File: config.mk
export PLATFORM = sky130hd
export DESIGN_NAME = carrier_acq_ctrl_flat
export DESIGN_NICKNAME = d
export VERILOG_FILES = /design/src/rtl/carrier_acq_ctrl_pkg.sv /design/src/rtl/carrier_acq_ctrl_if.sv /design/src/rtl/carrier_acq_ctrl_lock_hyst.sv /design/src/rtl/carrier_acq_ctrl.sv /design/src/flat_wrapper.sv
export SDC_FILE = /design/constraint.sdc
export NUM_CORES = 1
export LEC_CHECK = 0
export BUFFER_PORTS_ARGS = -buffer_cell sky130_fd_sc_hd__buf_2
export CORE_MARGIN = 5
export CORE_UTILIZATION = 35
export CTS_BUF_LIST = sky130_fd_sc_hd__clkbuf_2 sky130_fd_sc_hd__clkbuf_4 sky130_fd_sc_hd__clkbuf_8
export CTS_CLUSTER_SIZE = 16
export DETAILED_ROUTE_END_ITERATION = 7
export HOLD_SLACK_MARGIN = 0.15
export PLACE_DENSITY = 0.59
export SLEW_MARGIN = 10
export SYNTH_ARGS = -nofsm -noshare
export SYNTH_HDL_FRONTEND = slang
export SYNTH_SLANG_ARGS = --single-unit
File: constraint.sdc
create_clock -name clk -period 7.08 [get_ports clk]
set_input_delay 1.416 -clock clk [delete_from_list [all_inputs] [get_ports clk]]
set_output_delay 1.416 -clock clk [all_outputs]
set_load 0.01 [all_outputs]
File: src/rtl/carrier_acq_ctrl_pkg.sv
// Shared definitions for the carrier acquisition controller: default widths,
// acquisition state codes and sweep direction codes.
package carrier_acq_ctrl_pkg;

    localparam int ERR_W_DEF  = 12;
    localparam int CNT_W_DEF  = 16;
    localparam int SWP_W_DEF  = 32;
    localparam int HOLD_W_DEF = 8;

    // Acquisition state codes; code 3 is unused and recovers to ST_TRACK.
    localparam logic [1:0] ST_TRACK = 2'd0;
    localparam logic [1:0] ST_HOLD  = 2'd1;
    localparam logic [1:0] ST_SWEEP = 2'd2;

    // Sweep direction.
    localparam logic DIR_UP   = 1'b1;
    localparam logic DIR_DOWN = 1'b0;

endpackage

File: src/rtl/carrier_acq_ctrl_if.sv
// Control/status bundle between the demod datapath and the carrier
// acquisition controller. The master drives the error samples and the
// configuration; the slave (the controller) returns lock, loop-break,
// sweep offset and status.
interface carrier_acq_ctrl_if
    import carrier_acq_ctrl_pkg::*;
#(
    parameter int ERR_W  = ERR_W_DEF,
    parameter int CNT_W  = CNT_W_DEF,
    parameter int SWP_W  = SWP_W_DEF,
    parameter int HOLD_W = HOLD_W_DEF
);

    logic              err_en;
    logic [ERR_W-1:0]  error;
    logic              enable_lock;
    logic              sweep_enable;
    logic [ERR_W-2:0]  threshold;
    logic [CNT_W-1:0]  lock_count;
    logic [SWP_W-1:0]  sweep_rate;
    logic [SWP_W-1:0]  sweep_limit;
    logic [HOLD_W-1:0] holdoff;

    logic              carrier_lock;
    logic              break_loop;
    logic [SWP_W-1:0]  sweep_offset;
    logic [CNT_W-1:0]  lock_counter;
    logic [1:0]        acq_state;

    modport master (
        output err_en, error, enable_lock, sweep_enable, threshold,
               lock_count, sweep_rate, sweep_limit, holdoff,
        input  carrier_lock, break_loop, sweep_offset, lock_counter, acq_state
    );

    modport slave (
        input  err_en, error, enable_lock, sweep_enable, threshold,
               lock_count, sweep_rate, sweep_limit, holdoff,
        output carrier_lock, break_loop, sweep_offset, lock_counter, acq_state
    );

endinterface

File: src/rtl/carrier_acq_ctrl_lock_hyst.sv
// Lock detector: saturating error magnitude, threshold compare and a signed
// up/down hysteresis counter. lock_next is the lock value that will be
// registered on this errEn sample, so the acquisition FSM can react in the
// same cycle that carrier_lock changes.
module carrier_lock_hyst
    import carrier_acq_ctrl_pkg::*;
#(
    parameter int ERR_W = ERR_W_DEF,
    parameter int CNT_W = CNT_W_DEF
) (
    input  logic             clk,
    input  logic             reset,
    input  logic             err_en,
    input  logic [ERR_W-1:0] error,
    input  logic             enable_lock,
    input  logic [ERR_W-2:0] threshold,
    input  logic [CNT_W-1:0] lock_count,
    output logic             lock_next,
    output logic             carrier_lock,
    output logic [CNT_W-1:0] lock_counter
);

    localparam logic signed [CNT_W:0] CNT_ONE = 1;

    logic [ERR_W-1:0]        err_neg;
    logic [ERR_W-2:0]        abs_err;
    logic                    good;
    logic signed [CNT_W:0]   cnt_ext;
    logic signed [CNT_W:0]   cnt_step;
    logic signed [CNT_W:0]   lim_pos;
    logic signed [CNT_W:0]   lim_neg;
    logic [CNT_W-1:0]        cnt_next;

    // Magnitude of the error; only the most-negative code stays negative
    // after negation, and that one saturates to full scale.
    always_comb begin
        err_neg = -error;
        if (!error[ERR_W-1]) begin
            abs_err = error[ERR_W-2:0];
        end else if (err_neg[ERR_W-1]) begin
            abs_err = '1;
        end else begin
            abs_err = err_neg[ERR_W-2:0];
        end
        good = (abs_err <= threshold);
    end

    // Next lock flag and counter; comparisons run one bit wider so that
    // +/-lock_count is always representable.
    always_comb begin
        cnt_ext   = {lock_counter[CNT_W-1], lock_counter};
        cnt_step  = good ? (cnt_ext + CNT_ONE) : (cnt_ext - CNT_ONE);
        lim_pos   = {1'b0, lock_count};
        lim_neg   = -lim_pos;
        lock_next = carrier_lock;
        cnt_next  = lock_counter;
        if (!enable_lock) begin
            lock_next = 1'b1;
            cnt_next  = '0;
        end else if (lock_count == '0) begin
            lock_next = good;
            cnt_next  = '0;
        end else if (cnt_step == lim_pos) begin
            lock_next = 1'b1;
            cnt_next  = '0;
        end else if (cnt_step == lim_neg) begin
            lock_next = 1'b0;
            cnt_next  = '0;
        end else begin
            cnt_next  = cnt_step[CNT_W-1:0];
        end
    end

    // Register lock flag and counter on each valid error sample.
    always_ff @(posedge clk or negedge reset) begin
        if (!reset) begin
            carrier_lock <= 1'b1;
            lock_counter <= '0;
        end else if (err_en) begin
            carrier_lock <= lock_next;
            lock_counter <= cnt_next;
        end
    end

endmodule

File: src/rtl/carrier_acq_ctrl.sv
// Carrier acquisition and lock controller. Wraps the lock detector with an
// acquisition FSM (track / holdoff / sweep) and a bidirectional triangular
// sweep accumulator whose output is added to the loop filter lag path.
//
//   state    | meaning
//   ---------+-----------------------------------------------------------
//   ST_TRACK | loop closed, sweep offset frozen
//   ST_HOLD  | lock lost, waiting holdoff samples before sweeping
//   ST_SWEEP | loop broken, offset ramps between +/-sweep_limit
//   (3)      | unused, recovers to ST_TRACK
module carrier_acq_ctrl
    import carrier_acq_ctrl_pkg::*;
#(
    parameter int ERR_W  = ERR_W_DEF,
    parameter int CNT_W  = CNT_W_DEF,
    parameter int SWP_W  = SWP_W_DEF,
    parameter int HOLD_W = HOLD_W_DEF
) (
    input  logic              clk,
    input  logic              reset,
    carrier_acq_ctrl_if.slave bus
);

    // Sweep arithmetic carries two guard bits: the sum of a signed offset
    // and an unsigned rate can exceed the offset range by up to 2^SWP_W.
    localparam int ACC_W = SWP_W + 2;
    localparam logic signed [ACC_W-1:0] LIM_MAX = {3'b000, {(SWP_W-1){1'b1}}};

    logic              lock_next;
    logic              carrier_lock;
    logic [CNT_W-1:0]  lock_counter;

    logic [1:0]        state;
    logic [1:0]        state_next;
    logic [HOLD_W-1:0] hold_cnt;
    logic [HOLD_W-1:0] hold_next;
    logic              sweep_step;
    logic              sweep_dir;
    logic              dir_next;
    logic [SWP_W-1:0]  sweep_offset;
    logic [SWP_W-1:0]  off_next;
    logic              break_loop;

    logic signed [ACC_W-1:0] off_ext;
    logic signed [ACC_W-1:0] rate_ext;
    logic signed [ACC_W-1:0] lim_raw;
    logic signed [ACC_W-1:0] lim_pos;
    logic signed [ACC_W-1:0] lim_neg;
    logic signed [ACC_W-1:0] sum_up;
    logic signed [ACC_W-1:0] sum_dn;

    carrier_lock_hyst #(
        .ERR_W (ERR_W),
        .CNT_W (CNT_W)
    ) u_lock_hyst (
        .clk          (clk),
        .reset        (reset),
        .err_en       (bus.err_en),
        .error        (bus.error),
        .enable_lock  (bus.enable_lock),
        .threshold    (bus.threshold),
        .lock_count   (bus.lock_count),
        .lock_next    (lock_next),
        .carrier_lock (carrier_lock),
        .lock_counter (lock_counter)
    );

    // Acquisition next state. enable_lock and sweep_enable override the lock
    // transitions; lock level (not edge) drives TRACK->HOLD so that a loop
    // left unlocked while sweep was disabled still starts acquiring.
    always_comb begin
        state_next = state;
        hold_next  = hold_cnt;
        sweep_step = 1'b0;
        if (!bus.enable_lock || !bus.sweep_enable) begin
            state_next = ST_TRACK;
            hold_next  = '0;
        end else begin
            case (state)
                ST_TRACK: begin
                    if (!lock_next) begin
                        if (bus.holdoff == '0) begin
                            state_next = ST_SWEEP;
                        end else begin
                            state_next = ST_HOLD;
                            hold_next  = bus.holdoff;
                        end
                    end
                end
                ST_HOLD: begin
                    if (lock_next) begin
                        state_next = ST_TRACK;
                        hold_next  = '0;
                    end else if (hold_cnt <= HOLD_W'(1)) begin
                        state_next = ST_SWEEP;
                        hold_next  = '0;
                    end else begin
                        hold_next  = hold_cnt - 1'b1;
                    end
                end
                ST_SWEEP: begin
                    if (lock_next) begin
                        state_next = ST_TRACK;
                    end else begin
                        sweep_step = 1'b1;
                    end
                end
                default: begin
                    state_next = ST_TRACK;
                    hold_next  = '0;
                end
            endcase
        end
    end

    // Triangular sweep step with clamp to +/-limit and direction reversal
    // on reaching the limit. Limits beyond the signed range clamp to it.
    always_comb begin
        off_ext  = {{2{sweep_offset[SWP_W-1]}}, sweep_offset};
        rate_ext = {2'b00, bus.sweep_rate};
        lim_raw  = {2'b00, bus.sweep_limit};
        lim_pos  = (lim_raw > LIM_MAX) ? LIM_MAX : lim_raw;
        lim_neg  = -lim_pos;
        sum_up   = off_ext + rate_ext;
        sum_dn   = off_ext - rate_ext;
        off_next = sweep_offset;
        dir_next = sweep_dir;
        if (sweep_dir == DIR_UP) begin
            if (sum_up >= lim_pos) begin
                off_next = lim_pos[SWP_W-1:0];
                dir_next = DIR_DOWN;
            end else begin
                off_next = sum_up[SWP_W-1:0];
            end
        end else begin
            if (sum_dn <= lim_neg) begin
                off_next = lim_neg[SWP_W-1:0];
                dir_next = DIR_UP;
            end else begin
                off_next = sum_dn[SWP_W-1:0];
            end
        end
    end

    // FSM, holdoff counter and sweep accumulator, advanced on errEn only.
    always_ff @(posedge clk or negedge reset) begin
        if (!reset) begin
            state        <= ST_TRACK;
            hold_cnt     <= '0;
            sweep_dir    <= DIR_UP;
            sweep_offset <= '0;
            break_loop   <= 1'b0;
        end else if (bus.err_en) begin
            state      <= state_next;
            hold_cnt   <= hold_next;
            break_loop <= (state_next == ST_SWEEP);
            if (!bus.enable_lock) begin
                sweep_offset <= '0;
                sweep_dir    <= DIR_UP;
            end else if (sweep_step) begin
                sweep_offset <= off_next;
                sweep_dir    <= dir_next;
            end
        end
    end

    assign bus.carrier_lock = carrier_lock;
    assign bus.lock_counter = lock_counter;
    assign bus.acq_state    = state;
    assign bus.sweep_offset = sweep_offset;
    assign bus.break_loop   = break_loop;

endmodule
File: src/flat_wrapper.sv
// flat-port wrapper written by rule: the top's interface ports become plain ports
module carrier_acq_ctrl_flat import carrier_acq_ctrl_pkg::*;
#(
    parameter int ERR_W  = ERR_W_DEF,
    parameter int CNT_W  = CNT_W_DEF,
    parameter int SWP_W  = SWP_W_DEF,
    parameter int HOLD_W = HOLD_W_DEF
)
  (clk, reset, bus_err_en, bus_error, bus_enable_lock, bus_sweep_enable, bus_threshold, bus_lock_count, bus_sweep_rate, bus_sweep_limit, bus_holdoff, bus_carrier_lock, bus_break_loop, bus_sweep_offset, bus_lock_counter, bus_acq_state);
  carrier_acq_ctrl_if #(.ERR_W(ERR_W), .CNT_W(CNT_W), .SWP_W(SWP_W), .HOLD_W(HOLD_W)) bus_i ();
  input  logic clk;
  input  logic reset;
  input wire logic [$bits(bus_i.err_en)-1:0] bus_err_en;
  input wire logic [$bits(bus_i.error)-1:0] bus_error;
  input wire logic [$bits(bus_i.enable_lock)-1:0] bus_enable_lock;
  input wire logic [$bits(bus_i.sweep_enable)-1:0] bus_sweep_enable;
  input wire logic [$bits(bus_i.threshold)-1:0] bus_threshold;
  input wire logic [$bits(bus_i.lock_count)-1:0] bus_lock_count;
  input wire logic [$bits(bus_i.sweep_rate)-1:0] bus_sweep_rate;
  input wire logic [$bits(bus_i.sweep_limit)-1:0] bus_sweep_limit;
  input wire logic [$bits(bus_i.holdoff)-1:0] bus_holdoff;
  output wire logic [$bits(bus_i.carrier_lock)-1:0] bus_carrier_lock;
  output wire logic [$bits(bus_i.break_loop)-1:0] bus_break_loop;
  output wire logic [$bits(bus_i.sweep_offset)-1:0] bus_sweep_offset;
  output wire logic [$bits(bus_i.lock_counter)-1:0] bus_lock_counter;
  output wire logic [$bits(bus_i.acq_state)-1:0] bus_acq_state;
  assign bus_i.err_en = bus_err_en;
  assign bus_i.error = bus_error;
  assign bus_i.enable_lock = bus_enable_lock;
  assign bus_i.sweep_enable = bus_sweep_enable;
  assign bus_i.threshold = bus_threshold;
  assign bus_i.lock_count = bus_lock_count;
  assign bus_i.sweep_rate = bus_sweep_rate;
  assign bus_i.sweep_limit = bus_sweep_limit;
  assign bus_i.holdoff = bus_holdoff;
  assign bus_carrier_lock = bus_i.carrier_lock;
  assign bus_break_loop = bus_i.break_loop;
  assign bus_sweep_offset = bus_i.sweep_offset;
  assign bus_lock_counter = bus_i.lock_counter;
  assign bus_acq_state = bus_i.acq_state;
  carrier_acq_ctrl #(.ERR_W(ERR_W), .CNT_W(CNT_W), .SWP_W(SWP_W), .HOLD_W(HOLD_W)) u_core (.clk(clk), .reset(reset), .bus(bus_i));
endmodule
# Word level (Yosys, flattened, before mapping)

Index checks and enable logic that the tools add are counted.

Bits in registers: 61
Input bits: 116

Add/subtract/negate cells: 8
$lt $le $gt $ge: 5
Equal/unequal tests: 9
Multiplexer cells: 38
Reduce and logical (&&, ||, !) cells: 8

Operator list:

| kind                  | number |
|---|---|
| $mux 32               | 6 |
| $mux 16               | 4 |
| $mux 8                | 5 |
| $add 32x33->34        | 1 |
| $eq 17x17->1          | 2 |
| $ge 34x34->1          | 1 |
| $le 34x34->1          | 1 |
| $neg 34->34           | 1 |
| $sub 32x33->34        | 1 |
| $gt 32x31->1 const B  | 1 |
| $pmux 8 s3            | 1 |
| $mux 11               | 2 |
| $add 16x2->17 const B | 1 |
| $mux 17               | 1 |
| $neg 16->17           | 1 |
| $sub 16x2->17 const B | 1 |
| $logic_not 16->1      | 1 |
| $mux 1                | 12 |
| $mux 2                | 6 |
| $neg 12->12           | 1 |
| $le 11x11->1          | 1 |
| $le 8x1->1 const B    | 1 |
| $logic_not 8->1       | 1 |
| $sub 8x1->8 const B   | 1 |
| other kinds (11)      | 14 |

# Longest topological paths before layout

Depth in word-level cells: 15
Depth in mapped cells: 33
Mapped depth without buffers: 28

# Hierarchy

A second synthesis with hierarchy kept.

Cell total of the unflattened synthesis: 1579
Area total of the unflattened synthesis: 11939.0 µm²

Modules (own cells, without submodules):

| module            | instances | cells an instance | area each (µm²) | sequential area each (µm²) |
|---|---|---|---|---|
| carrier_acq_ctrl  | 1         | 1172              | 8604.5          | 1102.3 |
| carrier_lock_hyst | 1         | 407               | 3334.4          | 426.7 |

# Least setup slack after synthesis

Ideal clock, no wire load.

Path kind: input to register
Start point: input bus_error[3]
End point: register u_core.hold_cnt[3]
Library setup time: 0.079 ns
Arrival: 7.558 ns
Setup slack: -0.556 ns
Stages on the path: 31
Path buffers: 4
Path through: nor3_1 > nand2b_1 > nor2_1 > nand2_1 > nor3_1 > nand2_1 > a21oi_1 > a31oi_1 > ha_1 > nand4_1 > a211oi_1 > a2111o_1 > nand2_1 > inv_1 > clkbuf_1 > buf_2 > ha_1 > clkbuf_1 > and2_1 > a21oi_1 > xnor2_1 > o32ai_1 > or3_1 > nor4_1 > o2111ai_1 > o41ai_2 > a22oi_2 > or4_1 > buf_2 > o21ai_1 > o2bb2ai_1

Cells in the longest elaborated chain, start to end: 13

Ends and longest elaborated chain:

| item                 | line                             | RTL |
|---|---|---|
| from (decl)          | flat_wrapper.sv:14               | `input wire logic [$bits(bus_i.error)-1:0] bus_error;` |
| $neg 12->12          | carrier_acq_ctrl_lock_hyst.sv:37 | `err_neg = -error;` |
| $mux 11              | carrier_acq_ctrl_lock_hyst.sv:40 | `end else if (err_neg[ERR_W-1]) begin` |
| $mux 11 *            | carrier_acq_ctrl_lock_hyst.sv:38 | `if (!error[ERR_W-1]) begin` |
| $le 11x11->1 *       | carrier_acq_ctrl_lock_hyst.sv:45 | `good = (abs_err <= threshold);` |
| $mux 17              | carrier_acq_ctrl_lock_hyst.sv:52 | `cnt_step = good ? (cnt_ext + CNT_ONE) : (cnt_ext - CNT_ONE);` |
| $eq 17x17->1         | carrier_acq_ctrl_lock_hyst.sv:66 | `end else if (cnt_step == lim_neg) begin` |
| $mux 1               | carrier_acq_ctrl_lock_hyst.sv:66 |  |
| $mux 1               | carrier_acq_ctrl_lock_hyst.sv:63 | `end else if (cnt_step == lim_pos) begin` |
| $mux 1 *             | carrier_acq_ctrl_lock_hyst.sv:60 | `end else if (lock_count == '0) begin` |
| $mux 1 *             | carrier_acq_ctrl_lock_hyst.sv:57 | `if (!enable_lock) begin` |
| $mux 8               | carrier_acq_ctrl.sv:91           | `if (lock_next) begin` |
| $pmux 8 s3           | carrier_acq_ctrl.sv:79           | `case (state)` |
| $mux 8               | carrier_acq_ctrl.sv:75           | `if (!bus.enable_lock \|\| !bus.sweep_enable) begin` |
| to (signal assigned) | carrier_acq_ctrl.sv:155          | `hold_cnt <= hold_next;` |
| to (decl)            | carrier_acq_ctrl.sv:35           | `logic [HOLD_W-1:0] hold_cnt;` |

Mark *: on every way between the ends. The rest lies on a longest branch, timed or not.
A chain may end at the register's enable or synchronous reset.

# Worst setup path after layout

Start point: input bus_error[2]
End point: register u_core.hold_cnt[2]

The elaborated chain is that of the path after synthesis.

==> summary.txt <==
Finish
  • P&R area growth vs syn: 27.7%
  • Finished Cell Area: 14,400 sq um
  • Nets: 2,075
  • Antenna diodes: 0
  • Final core occ: 45.4%
  • Most common cell after layout, fill and taps aside: buf_2
  • Commonest cells after routing, fill and taps aside: 165 x buf_2, 152 x nor2_1, 147 x ha_1, 147 x buf_4, 113 x nand2_1
  • Layout cells sized above 1: 24.9%

Synth
  • Synth Area per Inst: between 7 and 8 sq um
  • Async S/R FF share, synth: 100%
  • Syn Std Cell Area: 11,300 sq um
  • Post-synth EDFFs: 0
  • Post-synthesis cell count: 1,541
  • Sequential fraction of the synthesis area: a little over an eighth
  • YS warnings: 0
  • Post-Syn Nets: 1,809
  • Ys flop type: dfrtp_1
  • Synth cell types: 82
  • FF+latch count, synth: 61

Worst setup path
  • Crit path kind: input port to flip-flop
  • Slowest stage cell, crit path: or4_4
  • Crit path top cell by count: o21ai_2
  • Worst path max stage delay: 0.67 ns
  • Critical Path Fanout Max: 7
  • CP required: ~7.4 ns
  • WP data arrival: between 7 and 8 ns
  • Crit. End Element: flip-flop
  • Worst setup SP type: input port

Worst hold path
  • Worst hold path type: flip-flop to flip-flop

Placement
  • GPL Wtd Cong: roughly 1
  • Cell Area, Placed: 13,500 sq um
  • IO buf count: 167
  • Hpwl dp: 32.8 mm

STA
  • Final Cycle Share: 99.3%
  • Worst slew pin tran: 1.42 ns
  • RSZ-0062 raised after global routing: true
  • Final setup fails: 0
  • Slew margin rel.: 5.24%
  • Final Hold Slack: 0.494 ns
  • Clock Skews: 0.0117 ns
  • Tmin final: 7.03 ns
  • Fin. Hold Viols: 0
  • Fmax: 142 MHz
  • Max-slew violation total from the final report: 0

Detailed routing
  • Routed wire length: 41.3 mm
  • DR DRC count: 0
  • Detailed router's first-iteration violation count: 796
  • Vias per Instance: ~5.7
  • Wire per inst: 18.6 um
  • First drt pass iteration count: 5
  • Antenna-violating nets left: 0
  • Vias: 12,600

Global routing
  • Vias in the first global route: 12,100
  • First-pass GRT wire length: 64.3 mm
  • Grt ovf: 0
  • Initial antenna violation count: 3
  • Largest net degree at the start of global routing: 62
  • Overall Global Routing Usage: a little over a fifth

CTS
  • CTS tree: built
  • CTS sink cnt: 61
  • Clock root cell: clkbuf_8
  • Clk slew on worst S/H paths: 0.08 ns
  • Post-CTS Hold Fix Bufs: 0
  • Clk_lat worst skew: 0.38 ns
  • Htree depth: 3
  • Cts bufs inserted: 9
  • Clk buf depth: 2

Floorplan
  • Core Area: 31,600 sq um
  • Starting Density: 35.6%
  • Io pins: 168
  • Die ar.: 35,900 sq um
  • Die height: 189 um
  • FP Rows: 65
  • Die width: about 190 um

Power and ir drop
  • PD cells: 345 nW/um^2
  • P_leak: 0.00660 uW
  • Maximum vdd drop: between 150 and 200 uV
  • Power Total: 4960 uW

Job
  • Max cap viols: 0

Run status
  • Status: complete, no violations
[state kept, by name, indices dropped and copies added (netlist names)]
signal and flops:
u_core.hold_cnt 8, u_core.bus.break_loop 1, u_core.bus.sweep_offset 32, u_core.u_lock_hyst.carrier_lock 1, u_core.sweep_dir 1, u_core.bus.acq_state 2, u_core.u_lock_hyst.lock_counter 16
[path summary, 6_finish.rpt]
path,startpoint,endpoint,slack (ns),cells past startpoint
worst min register to register,u_core.hold_cnt[5],u_core.hold_cnt[5],0.49,1
max in group asynchronous,reset,u_core.u_lock_hyst.lock_counter[5],5.26,2
worst min-delay path,u_core.hold_cnt[5],u_core.hold_cnt[5],0.49,1
worst max-delay path,bus_error[2],u_core.hold_cnt[2],0.05,30
worst max register to register,u_core.bus.sweep_offset[0],u_core.bus.sweep_offset[25],1.07,26
min in group asynchronous,reset,u_core.hold_cnt[4],1.24,2
[metal layers]
layer,track usage (%),up-vias,share of wire (%)
met5,0,-,0.099
met4,5.01,6,1.7
met3,3.69,52,6.0
met2,37.6,366,47
met1,28.9,5983,45
li1,-,6198,-
[stage by stage]
| step | worst slack (ns) | TNS, ns | cells |
|---|---|---|---|
| after floorplan | -0.0178 | -0.0178 | 1541 |
| after global placement | -0.228 | -5.67 | 2177 |
| after detailed placement | -0.363 | -10.27 | 2177 |
| after CTS | 0.0404 | 0 | 2193 |
| after global routing | -0.234 | -4.24 | 2214 |
| final | 0.0478 | 0 | 2214 |
[synthesized netlist by cell type (all sizes together) (12+ instances only)]
master | n | area, sq um
a211oi | 17 | 128
dfrtp | 59 | 1480
nor3 | 62 | 315
nand3 | 30 | 150
or4 | 16 | 131
o211ai | 13 | 97.6
inv | 100 | 375
nor2 | 155 | 582
a221o | 15 | 150
or3 | 22 | 138
nand4 | 24 | 150
o31ai | 26 | 200
xor2 | 44 | 385
nand2b | 20 | 125
buf | 15 | 71.3
a31oi | 22 | 138
a21oi | 107 | 536
clkbuf | 63 | 236
nand2 | 119 | 447
o21ai | 96 | 480
xnor2 | 87 | 762
or2 | 12 | 75.1
nor4 | 22 | 165
nor2b | 19 | 119
a21o | 33 | 248
ha | 150 | 1880
o21bai | 22 | 165
a2111oi | 22 | 211
[worst max-delay path, delay by kind of cell]
family	cells	cell delay [ns]
simple gates	10	2.40
buf+inv	5	0.61
xor+xnor	1	0.17
fa+ha+maj	2	0.57
compound gates	12	2.17
[cells by family after synthesis]
kind of cell / synth area share, %
AO/OA/AOI/OAI: 27.8
other: 0.0333
flip-flops: 13.6
AND/OR/NAND/NOR: 24.5
XOR/XNOR: 10.4
multiplexers: 0.545
buffers and inverters: 6.07
adder cells (fa/ha/maj): 17.0
[where the power goes]
part	switching [uW]	internal (uW)	leakage, uW
clock network	173	195	0.000109
logic	2250	1730	0.00568
registers	177	439	0.000810
[repair_timing]
action | in CTS | in global routing
cloned | 0 | 1
gates resized for setup | 1 | 123
endpoints found under the hold margin | 0 | 0
pin swaps | 0 | 50
buffers inserted | 0 | 20
setup endpoints to repair | 1 | 57
[area by class of cell]
| cell class | count | area (sq um) |
|---|---|---|
| fillers | 3245 | 17300 |
| multi-input cells | 1302 | 9550 |
| repair buffers | 333 | 2200 |
| flip-flops and latches | 61 | 1530 |
| well taps | 402 | 503 |
| inverters | 100 | 378 |
| clock buffers | 13 | 173 |
| clock inverters | 3 | 42.5 |
Power figures use the tool's default switching activity.
